`config.mk`:
```
export PLATFORM = sky130hd
export DESIGN_NAME = instruction_fetch
export DESIGN_NICKNAME = d
export VERILOG_FILES = /design/src/rtl/processor_pkg.sv /design/src/rtl/program_counter.sv /design/src/rtl/instruction_fetch.sv
export SDC_FILE = /design/constraint.sdc
export NUM_CORES = 1
export LEC_CHECK = 0
export CAP_MARGIN = 20
export CORE_MARGIN = 10
export CORE_UTILIZATION = 42
export CTS_CLUSTER_SIZE = 8
export DETAILED_ROUTE_END_ITERATION = 10
export PLACE_DENSITY = 0.77
export SLEW_MARGIN = 20
export SYNTH_ARGS = -nofsm -noshare
export SYNTH_HDL_FRONTEND = slang
export SYNTH_SLANG_ARGS = --single-unit
```
`constraint.sdc`:
```
create_clock -name clock -period 1.6 [get_ports clock]
set_clock_uncertainty 0.05 [all_clocks]
set_input_delay 0.32 -clock clock [delete_from_list [all_inputs] [get_ports clock]]
set_output_delay 0.32 -clock clock [all_outputs]
set_load 0.005 [all_outputs]
```
`src/rtl/processor_pkg.sv`:
```
// Shared processor types: opcode encoding, fetch FSM states and instruction field positions.
package processor_pkg;

  localparam int unsigned OPC_W   = 3;
  localparam int unsigned REG_W   = 3;
  localparam int unsigned OPC_MSB = 8;
  localparam int unsigned OPC_LSB = 6;
  localparam int unsigned RX_MSB  = 5;
  localparam int unsigned RX_LSB  = 3;
  localparam int unsigned RY_MSB  = 2;
  localparam int unsigned RY_LSB  = 0;

  typedef enum logic [OPC_W-1:0] {
    OP_MOV  = 3'b000,
    OP_MOVI = 3'b001,
    OP_ADD  = 3'b010,
    OP_SUB  = 3'b011,
    OP_NONE = 3'b111
  } opcode_e;

  typedef enum logic [2:0] {
    IDLE,
    FETCH,
    DECODE,
    IMM_REQ,
    IMM_CAP,
    ISSUE,
    WAIT,
    HALTED
  } fetch_state_e;

endpackage

```
`src/rtl/program_counter.sv`:
```
// Program counter: cleared by reset, increments on request, wraps silently at 2^ADDR_W.
module program_counter #(
  parameter int unsigned ADDR_W = 5
) (
  input  logic              clock,
  input  logic              reset,
  input  logic              inc,
  output logic [ADDR_W-1:0] pc
);

  always_ff @(posedge clock or negedge reset) begin
    if (!reset) begin
      pc <= '0;
    end else if (inc) begin
      pc <= pc + ADDR_W'(1);
    end
  end

endmodule

```
`src/rtl/instruction_fetch.sv`:
```
// Instruction fetch/decode/issue sequencer feeding the control unit.
// Define INSTRUCTION_FETCH_HALT_OPCODE_EN to make opcode 3'b111 halt instead of being skipped.
module instruction_fetch
  import processor_pkg::*;
#(
  parameter int unsigned ADDR_W = 5,
  parameter int unsigned DATA_W = 9
) (
  input  logic              clock,
  input  logic              reset,
  input  logic              run,
  input  logic              done,
  input  logic [DATA_W-1:0] imem_rdata,
  output logic [ADDR_W-1:0] imem_addr,
  output logic [2:0]        opcode,
  output logic [2:0]        reg_x,
  output logic [2:0]        reg_y,
  output logic [DATA_W-1:0] immediate,
  output logic              busy
`ifdef INSTRUCTION_FETCH_HALT_OPCODE_EN
  ,
  output logic              halted
`endif
);

  fetch_state_e      state;
  fetch_state_e      state_d;
  logic [DATA_W-1:0] ir;
  logic [ADDR_W-1:0] pc;
  logic              pc_inc;
  logic              ir_load;
  logic              imm_load;
  logic [OPC_W-1:0]  rdata_op;
  logic [OPC_W-1:0]  issue_op;

  program_counter #(.ADDR_W(ADDR_W)) u_pc (
    .clock (clock),
    .reset (reset),
    .inc   (pc_inc),
    .pc    (pc)
  );

  assign imem_addr = pc;
  assign reg_x     = ir[RX_MSB:RX_LSB];
  assign reg_y     = ir[RY_MSB:RY_LSB];
  assign rdata_op  = imem_rdata[OPC_MSB:OPC_LSB];
  assign issue_op  = ir_load ? rdata_op : ir[OPC_MSB:OPC_LSB];

  // Next state; entries into ISSUE stall in place (no pc/IR update) until the control unit is idle.
  always_comb begin
    state_d  = state;
    pc_inc   = 1'b0;
    ir_load  = 1'b0;
    imm_load = 1'b0;
    case (state)
      IDLE:    if (run) state_d = FETCH;
      FETCH:   state_d = DECODE;
      DECODE: begin
        if (rdata_op == OP_MOVI) begin
          ir_load = 1'b1;
          pc_inc  = 1'b1;
          state_d = IMM_REQ;
        end else if (rdata_op == OP_NONE) begin
`ifdef INSTRUCTION_FETCH_HALT_OPCODE_EN
          state_d = HALTED;
`else
          pc_inc  = 1'b1;
          state_d = FETCH;
`endif
        end else if (done) begin
          ir_load = 1'b1;
          pc_inc  = 1'b1;
          state_d = ISSUE;
        end
      end
      IMM_REQ: state_d = IMM_CAP;
      IMM_CAP: begin
        if (done) begin
          imm_load = 1'b1;
          pc_inc   = 1'b1;
          state_d  = ISSUE;
        end
      end
      ISSUE:   state_d = WAIT;
      WAIT:    if (done) state_d = run ? FETCH : IDLE;
      HALTED:  state_d = HALTED;
      default: state_d = IDLE;
    endcase
  end

  always_ff @(posedge clock or negedge reset) begin
    if (!reset) begin
      state     <= IDLE;
      ir        <= '0;
      immediate <= '0;
      opcode    <= OP_NONE;
      busy      <= 1'b0;
`ifdef INSTRUCTION_FETCH_HALT_OPCODE_EN
      halted    <= 1'b0;
`endif
    end else begin
      state <= state_d;
      if (ir_load)  ir        <= imem_rdata;
      if (imm_load) immediate <= imem_rdata;
      opcode <= (state_d == ISSUE) ? issue_op : OP_NONE;
      busy   <= (state_d != IDLE) && (state_d != HALTED);
`ifdef INSTRUCTION_FETCH_HALT_OPCODE_EN
      halted <= (state_d == HALTED);
`endif
    end
  end

endmodule
```
# Word level (Yosys, flattened, before mapping)
# Cells that the tools add are included.
# classes
add_sub_neg	1
n_eq_ne	11
n_mux	17
n_reduce_logical	3
# ops
cell	n
3-bit case mux with 8 select lines	1
3-bit 2-to-1 mux	7
3-bit == test, second input constant	6
1-bit 2-to-1 mux	8
3-bit by 1-bit == test with 1-bit output, second input constant	2
3-bit by 2-bit == test with 1-bit output, second input constant	2
5-bit by 1-bit adder with 5-bit output, second input constant	1
3-bit zero test	1
3-bit != test, second input constant	1
3-bit nonzero test	1
1-bit case mux with 2 select lines	1
1-bit logical AND	1
# totals
ff_bits	30
output_inout_bits	24
wordCells	38

# Logic depth before layout (Yosys ltp)
# Gate-level depths: netlist (run 1).
# logic_depth
word_depth	6
mapped_depth	7

# Hierarchy
# Synthesis (run 1) repeated with hierarchy kept, for this count alone.
# unflattened
hier_cells	123
hier_area_um2	1458.9
# modules_own_cells
mod	instances	cells_per_inst	area_each_um2	seq_area_each_um2
instruction_fetch	1	109	1258.7	629.4
program_counter	1	14	200.2	125.1

# Least setup slack after synthesis (run 1)
# Ideal clock, no wire load.
# synth_path
path_type	reg-to-reg
start	reg state[1]
end	reg u_pc.pc[1]
arrival_time_ns	1.517
slack_ns	-0.092
path_stages_with_launch	6
cell_sequence	dfrtp_1 -> nor3b_4 -> a21boi_1 -> or3b_1 -> buf_2 -> mux2_4
# synth_between
elab_chain_cells	2
# synth_lines
item	line	source
start, declared	instruction_fetch.sv:26	fetch_state_e state;
start signal, assigned	instruction_fetch.sv:102	state <= state_d;
3-bit == test or 3-bit by 2-bit == test with 1-bit output (tied branches)	instruction_fetch.sv:55	case (state)
1-bit case mux with 2 select lines (*)	instruction_fetch.sv:55	
end signal, assigned	program_counter.sv:15	pc <= pc + ADDR_W'(1);
end, declared	program_counter.sv:8	output logic [ADDR_W-1:0] pc
# Every way passes the cells marked *; elsewhere a longest branch is shown, timed or not.
# A chain may end at the register's enable or synchronous reset.

# Final worst setup path (run 1)
# layout_path
start	reg state[1]
end	reg opcode[1]
# layout_lines
item	line	source
3-bit == test, or another cell as far along	instruction_fetch.sv:55	
3-bit case mux with 8 select lines (*)	instruction_fetch.sv:55	
via state_d[0]	instruction_fetch.sv:27	fetch_state_e state_d;
3-bit == test (*)	instruction_fetch.sv:105	opcode <= (state_d == ISSUE) ? issue_op : OP_NONE;
3-bit 2-to-1 mux (*)	instruction_fetch.sv:105	
end signal, assigned	instruction_fetch.sv:105	
end, declared	instruction_fetch.sv:15	output logic [2:0] opcode,
# The timed path passes the listed nets; every way through them passes the cells marked *.

==> results of run 1 <==
[synthesized netlist by cell type (2+ instances only)]
cell type  instances  area share
dfrtp_1           27        0.50
mux2_2            13        0.11
nand2_1            9       0.025
a21oi_1            8       0.029
buf_4              6       0.033
buf_2              4       0.015
nand2b_1           4       0.018
xnor2_1            4       0.026
dfstp_2            3       0.058
nand3_1            3       0.011
o21ai_0            3       0.011
inv_1              2      0.0055
mux2_1             2       0.017
nand4_1            2      0.0092
nor2_1             2      0.0055
nor3_1             2      0.0074
[worst paths after layout]
kind	to	depth (start not counted)	slack (ps)
min in group clock	immediate[1]	1	460
hold / removal	immediate[0]	2	300
setup / recovery	opcode[1]	5	-50
max in group asynchronous	opcode[0]	2	960
setup reg to reg	opcode[1]	5	-50
hold reg to reg	immediate[1]	1	460
[repair_timing]
item                                    4_1_cts  5_1_grt
setup buffers                                 4        6
pin swaps                                     1        0
gates resized for setup                      15       22
cloned                                        0        0
endpoints found under the setup margin       32       39
hold endpoints to repair                      0        0
[sequential cells by signal, indices dropped and copies added, names as in the netlist]
signal and count:
state 3, u_pc.pc 5, ir 9, immediate 9, opcode 3, busy 1
[kinds of logic after synthesis]
family / after synthesis
and+or+nand+nor: 29
DFF: 30
xor gates and xnor gates: 5
muxes: 17
buffers and inverters: 13
adders and majority gates: 1
AOI/OAI and AO/OA: 16
[area by class of cell]
| type | count | area (sq um) | area share |
|---|---|---|---|
| Clock buffer | 7 | 55.1 | 0.0267 |
| Clock inverter | 1 | 5.00 | 0.00242 |
| Inverter | 2 | 7.51 | 0.00364 |
| Multi-Input combinational cell | 68 | 559 | 0.271 |
| Sequential cell | 30 | 757 | 0.367 |
| Tap cell | 44 | 55.1 | 0.0267 |
| Timing Repair Buffer | 64 | 626 | 0.303 |
[stage by stage]
| stage | area (sq um) | cells | util |
|---|---|---|---|
| after floorplan | 1380 | 111 | - |
| after global placement | 1860 | 198 | 0.604 |
| after detailed placement | 1860 | 198 | 0.604 |
| after CTS | 1960 | 210 | 0.637 |
| after global routing | 2060 | 216 | 0.671 |
| final | 2060 | 216 | 0.671 |
[power by group through the flow]
| stage | Sequential [mW] | Clock (mW) | Combinational [mW] |
|---|---|---|---|
| floorplan | 1.40 | 0 | 0.852 |
| global placement | 1.38 | 0 | 1.63 |
| detailed placement | 1.40 | 0 | 1.68 |
| CTS | 1.36 | 0.479 | 1.81 |
| global route | 1.40 | 0.520 | 2.03 |
| finish | 1.35 | 0.461 | 1.85 |
[critical path, cell delays in order, from the launching register on]
cell and delay (ps):
dfrtp_1 430, nor3b_4 180, a21boi_1 140, or4b_4 520, and3b_4 210, nand2b_1 70
[metal layers]
layer	up-vias	global-route usage	routed length (um)
met2	26	0.192	1690
met4	0	0.0446	46
met3	4	0.0490	178
li1	501	-	-
met5	-	0	0
met1	543	0.120	1380
==> results.md, run 1 <==
- Sw Ratio: 0.313
- Critical-path maximum fanout: 4
- Total track usage: 0.113
- Full die area: 0.00591 sq mm
- CTS Root Cell: clkbuf_4
- Async SR Flop Fraction: 1.00
- DRC viols: 0
- Achievable frequency: 605 MHz
- Yosys cell types: 33
- Global-route wire length before repair: 5410 um
- Critical path origin: state[1]
- Predominant post-synthesis flop cell: dfrtp_1
- Part of the power in combinational logic: 0.505
- Power per cell area: 1770 mW/mm^2
- CTS Sinks: 30
- Reg clk slew, reported paths: 90 ps
- CORE AREA: 0.00308 sq mm
- Slew Viols, Final: 0
- Average wire per standard cell: 15.3 um
- Hold Fails Final Rpt: 0
- Violated checks: setup timing
- CP Class: reg -> reg
- Final net count: 185
- Hold_ws: 303 ps
- Crit path launch type: register
- Int Pwr: 2.51 mW
- EDFF count, synth: 0
- GP Congestion: 0.811
- Syn Area/Cell: 12.3 sq um
- H-tree depth: 2
- Vias in the first global route: 1137
- Worst slew pin tran: 301 ps
- DIE HEIGHT: 76.9 um
- Clk_lat worst skew: 320 ps
- CTS Buffer Depth: 2
- Synth Area in Compound Gates: 0.0708
- Area Growth Syn to Fin: 51.8%
- Status: finished with violations
- Filler cells: 227
- #FFs+latches synth: 30
- Grt ovf: 0
- Clock share of power: 0.126
- Critical R2R Launch: state[1]
- Final WS setup: -53.3 ps
- Sequential share of the synthesized area: 0.555
- Post-Synthesis Cells: 111
- DPL Wire Length: 2430 um
- Final Cycle Share: 1.03
- Max cap viols: 0
- Warnings, synthesis: 0
- Initial Utilization: 0.442
- Fraction of layout cells with a size suffix above 1: 0.366
- Antenna viol nets, final: 0
- Largest net degree at the start of global routing: 31
- Router iterations before antenna repair: 4
- Arrival @ worst endpoint: 1870 ps
- CTS tree: yes
- DR iter-0 viols: 24
- Port Buffers: 36
- Maximum VDD drop: 1.06 mV
- Diode count: 0
- NetSw: 1.15 mW
- Setup TNS: -219 ps
- PnR Total Power: 3.66 mW
- Ports: 37
- Simple-gate share of the synthesized area: 0.134
- Pre-CTS WS: -495 ps
- Hold_buf cts: 0
- Post-Syn Nets: 125
- Area share of fa/ha/maj cells after synthesis: 0.00920
- Worst hold path class: in -> async
- Seq pwr share: 0.369
- Worst endpoint required time: 1820 ps
- Mux cell area share after synthesis: 0.143
- Setup violators final: 5
- Synth Area in XOR/XNOR: 0.0322
- Clock period minus final worst setup slack: 1650 ps
- Chip width: 76.9 um
- Via count: 1074
- CTS Buf Count: 5
- Final wirelength: 3290 um
- Synth Cell Area: 0.00136 sq mm
- Slew HR: 0.798
- Initial antenna violation count: 0
- Commonest non-fill, non-tap cells in the layout: dfrtp_1 (25), buf_4 (25), dlymetal6s2s_1 (18)
- # rows: 20
- Crit end category: register
- Largest family of logic cells by synthesized area: multiplexers
- Via density per instance: 4.97
- RSZ-0062 raised after global routing: yes
- Leak: 1.07 nW
No activity file was read; power rests on OpenSTA's default activity.
==> run 2: changes to the inputs <==
Settings changed: CORE_MARGIN 10 to default.
==> run 2 against run 1 <==
Against the previous run: the flow still finishes with violations (setup timing); design area fell by 0.91%; setup slack improved by 13 ps; via count fell by 3.4%; total power rose by 4.7%; clock power rose by 24%; critical endpoint is now u_pc.pc[1].
==> results.md, run 2 (same netlist as run 1, synthesis figures left out) <==
- Status: finished with violations
- Violated checks: setup timing
- Critical R2R Launch: state[1]
- Worst endpoint required time: 1760 ps
- Initial Utilization: 0.445
- Largest net degree at the start of global routing: 31
- Reg clk slew, reported paths: 90 ps
- Setup violators final: 6
- Filler cells: 262
- Final Cycle Share: 1.03
- PnR Total Power: 3.83 mW
- CTS Buf Count: 5
- Chip width: 58.9 um
- Diode count: 0
- Clock period minus final worst setup slack: 1640 ps
- DR iter-0 viols: 39
- Grt ovf: 0
- Vias in the first global route: 1004
- Slew Viols, Final: 0
- Critical-path maximum fanout: 5
- Antenna viol nets, final: 0
- Ports: 37
- Via density per instance: 4.91
- Port Buffers: 36
- Hold_ws: 294 ps
- Worst slew pin tran: 263 ps
- Total track usage: 0.173
- Arrival @ worst endpoint: 1800 ps
- Area Growth Syn to Fin: 50.4%
- Area occupied by multi-input gates: 586 sq um
- DRC viols: 0
- Critical-path cell list: nor3b_4 > a21boi_4 > or3b_4 > mux2_4
- Achievable frequency: 610 MHz
- H-tree depth: 2
- Max incr delay on CP: 440 ps
- Global-route wire length before repair: 4340 um
- Average wire per standard cell: 12.9 um
- Commonest non-fill, non-tap cells in the layout: dfrtp_1 (25), clkdlybuf4s50_1 (23), buf_4 (19)
- Placed cell areas: 0.00184 sq mm
- Fraction of layout cells with a size suffix above 1: 0.383
- Router iterations before antenna repair: 4
- Leak: 0.930 nW
- Max cap viols: 0
- Util after Layout: 0.670
- CTS tree: yes
- Hold_buf cts: 0
- CORE AREA: 0.00305 sq mm
- Via count: 1037
- Slowest CP cell: or3b_4
- Slew HR: 0.825
- Most common cell after layout, fill and taps aside: dfrtp_1
- Post-route cell area: 0.00205 sq mm
- Crit path launch type: register
- DIE HEIGHT: 58.9 um
- Initial antenna violation count: 0
- Sequential cell area: 757 sq um
- # rows: 20
- CP Class: reg -> reg
- GP Congestion: 0.821
- Maximum VDD drop: 0.934 mV
- CTS Root Cell: clkbuf_4
- Worst hold path class: in -> async
- Full die area: 0.00347 sq mm
- CTS Buffer Depth: 2
- Power per cell area: 1870 mW/mm^2
- Clk_lat worst skew: 320 ps
- Hold Fails Final Rpt: 0
- Critical path origin: state[1]
- RSZ-0062 raised after global routing: yes
- Biggest registers after layout: immediate (9), ir (9), u_pc.pc (5)
- Final net count: 180
- Crit end category: register
- DPL Wire Length: 1950 um
- Final wirelength: 2710 um
- Final WS setup: -40.4 ps
- CTS Sinks: 30
## run 2: final cells by class
class | instances | share of cell area
sequential | 30 | 0.370
multi-input combinational | 68 | 0.286
timing repair buffer | 59 | 0.275
tap | 44 | 0.0269
clock inverter | 3 | 0.0196
clock buffer | 5 | 0.0183
inverter | 2 | 0.00367
## run 2: final timing paths
path                            slack (ps)          to  depth (start not counted)
worst max-delay path                   -40  u_pc.pc[1]                          4
worst min-delay path                   290       ir[2]                          2
worst max register to register         -40  u_pc.pc[1]                          4
worst min register to register         410  u_pc.pc[4]                          1
max in group asynchronous              970   opcode[2]                          2
min in group clock                     410  u_pc.pc[4]                          1
## run 2: what timing repair did
action | in CTS | in global routing
endpoints found under the setup margin | 26 | 20
setup buffers | 5 | 3
cloned | 0 | 0
pin swaps | 2 | 7
gates resized for setup | 14 | 17
## run 2: per-layer routing
metal / vias up / part of all wire / GRT usage
li1: 492 / - / -
met1: 505 / 0.41 / 0.202
met2: 33 / 0.52 / 0.297
met3: 7 / 0.049 / 0.0374
met4: 0 / 0.019 / 0.0918
met5: - / 0 / 0
## run 2: critical path: cells and delay by family (launching register included)
family	cells	cell delay [ps]
flip-flops	1	410
multiplexers	1	310
AND/OR/NAND/NOR	2	610
AO/OA/AOI/OAI	1	140
## run 2: report_power, final
part           internal (mW)  switching [mW]
registers               1.15           0.204
logic                   1.23           0.680
clock network          0.323           0.249
total                   2.70            1.13
## run 2: per-stage QoR
step | cells | setup WS, ps | setup TNS (ps)
after floorplan | 111 | -76.2 | -76.2
after global placement | 195 | -422 | -9090
after detailed placement | 195 | -489 | -10720
after CTS | 208 | -34.7 | -129
after global routing | 211 | -91.9 | -727
final | 211 | -40.4 | -174
==> run 3: changes to the inputs <==
Settings changed: ABC_AREA from default to 0, REMOVE_ABC_BUFFERS from default to 1.
==> run 3 against run 2 <==
Against the previous run: the flow still finishes with violations (setup timing); die area did not move; design area down 1.7%; highest routed layer unchanged; critical path depth increased by 1; sequential power about the same; clock-buffer cell count is 1 higher; total power shrank 6.8%; clock power shrank 17%; combinational power down 9%; sequential cell count did not move; first-iteration DRC count fell by 38%; worst hold slack gained 14 ps; register-to-register slack got worse by 30 ps.
==> results.md, run 3 (same netlist as run 1, synthesis figures left out) <==
- Antenna viol nets, final: 0
- Leak: 1.02 nW
- Slew Viols, Final: 0
- Violated checks: setup timing
- Fraction of layout cells with a size suffix above 1: 0.359
- Router iterations before antenna repair: 4
- CP Class: reg -> reg
- Final Cycle Share: 1.04
- Arrival @ worst endpoint: 1900 ps
- NetSw: 1.14 mW
- DIE HEIGHT: 58.9 um
- Status: finished with violations
- Reg clk slew, reported paths: 90 ps
- Setup slack, reg-to-reg: -70 ps
- Reg2reg end: opcode[2]
- Critical-path maximum fanout: 4
- Achievable frequency: 600 MHz
- Final net count: 180
- Grt ovf: 0
- CORE AREA: 0.00305 sq mm
- Hold_buf cts: 0
- Clk_lat worst skew: 340 ps
- Diode count: 0
- DPL Wire Length: 2020 um
- RSZ-0062 raised after global routing: yes
- Chip width: 58.9 um
- Worst hold path class: in -> async
- Max cap viols: 0
- Critical-path cell list: nor3b_4 > a21boi_4 > or4b_4 > and3b_4 > nand2b_1
- Biggest registers after layout: immediate (9), ir (9), u_pc.pc (5)
- Initial antenna violation count: 0
- Initial Utilization: 0.445
- DRC viols: 0
- CTS Buffer Depth: 2
- Crit path buf inv count: 0
- H-tree depth: 2
- Most common cell after layout, fill and taps aside: dfrtp_1
- Commonest non-fill, non-tap cells in the layout: dfrtp_1 (25), buf_4 (21), dlymetal6s2s_1 (15)
- Crit path launch type: register
- Average wire per standard cell: 14.0 um
- CTS tree: yes
- Post-route cell area: 0.00201 sq mm
- Via count: 1061
- Global-route wire length before repair: 4700 um
- Ports: 37
- Vias in the first global route: 1063
- Post-layout instance count excluding filler cells: 211
- Hold Fails Final Rpt: 0
- GP Congestion: 0.789
- CTS Buf Count: 5
- Slew HR: 0.747
- Max incr delay on CP: 520 ps
- CTS Sinks: 30
- Part of the power in combinational logic: 0.486
- Worst endpoint required time: 1830 ps
- Post-placement cell count: 197
- Crit path max-delay family: simple AND/OR/NAND/NOR gates
- CTS Root Cell: clkbuf_4
- Critical R2R Launch: state[1]
- Crit end category: register
- Final wirelength: 2950 um
- Placed cell areas: 0.00184 sq mm
- Int Pwr: 2.44 mW
- # rows: 20
- Via density per instance: 5.03
- Area Growth Syn to Fin: 47.8%
- Worst slew pin tran: 380 ps
- Clock period minus final worst setup slack: 1670 ps
- Sw Ratio: 0.318
- Seq pwr share: 0.381
- Largest net degree at the start of global routing: 31
- Port Buffers: 36
- Total track usage: 0.193
- Worst-case reg-to-reg path depth: 5
- Power per cell area: 1780 mW/mm^2
- Clock share of power: 0.133
- Maximum VDD drop: 0.872 mV
- Setup violators final: 15
- DR iter-0 viols: 24
- Full die area: 0.00347 sq mm
- Final WS setup: -67.0 ps
- Util after Layout: 0.659
- Slowest CP cell: or4b_4
-- run 3: cell types whose count changed in the layout (fill, tap and decap cells not counted), sizes merged --
cell / before / now
clkdlybuf4s50: 23 / 9
dlymetal6s2s: 6 / 15
dlygate4sd2: 7 / 12
bufinv: 1 / 0
clkbuf: 5 / 6
clkinv: 2 / 1
clkinvlp: 0 / 1
-- run 3: layout make-up --
class | count | area (sq um)
Clock inverter | 2 | 12.5
Clock buffer | 6 | 51.3
Timing Repair Buffer | 59 | 563
Tap cell | 44 | 55.1
Inverter | 2 | 7.51
Fill cell | 262 | 1040
Multi-Input combinational cell | 68 | 564
Sequential cell | 30 | 757
-- run 3: worst max-delay path by stage --
stage / from / cells after the start / to / slack, ps
floorplan: state[2] / 4 / u_pc.pc[1] / -440
global placement: imem_rdata[8] / 6 / busy / -410
detailed placement: imem_rdata[8] / 6 / busy / -450
CTS: state[1] / 5 / opcode[2] / -70
global route: state[0] / 5 / opcode[2] / -110
finish: state[1] / 5 / opcode[2] / -70
-- run 3: power groups by stage --
stage	Clock, mW	Sequential, mW	Combinational (mW)
after floorplan	0	1.41	0.675
after global placement	0	1.38	1.60
after detailed placement	0	1.41	1.66
after CTS	0.501	1.36	1.77
after global routing	0.534	1.41	1.89
final	0.477	1.36	1.74
-- run 3: through the flow --
step	hold slack [ps]	TNS, ps	setup WS, ps	power, mW
5_1_grt	309	-1250	-105	3.84
4_1_cts	308	-197	-65.0	3.63
3_5_place_dp	436	-9010	-449	3.07
6_report	307	-357	-67.0	3.57
3_3_place_gp	411	-8040	-408	2.98
2_1_floorplan	-25.6	-5200	-443	2.08
-- run 3: what timing repair did --
action	CTS	global route
resized for setup	20	20
buffers inserted	6	0
setup endpoints to repair	30	36
pin swaps	3	3
-- run 3: layer usage --
| metal | wire length (um) | global-route usage | up-vias | share of wire |
|---|---|---|---|---|
| met1 | 1190 | 0.217 | 524 | 0.40 |
| li1 | - | - | 491 | - |
| met4 | 87 | 0.0918 | 0 | 0.029 |
| met3 | 165 | 0.0681 | 8 | 0.056 |
| met5 | 0 | 0 | - | 0 |
| met2 | 1510 | 0.326 | 38 | 0.51 |
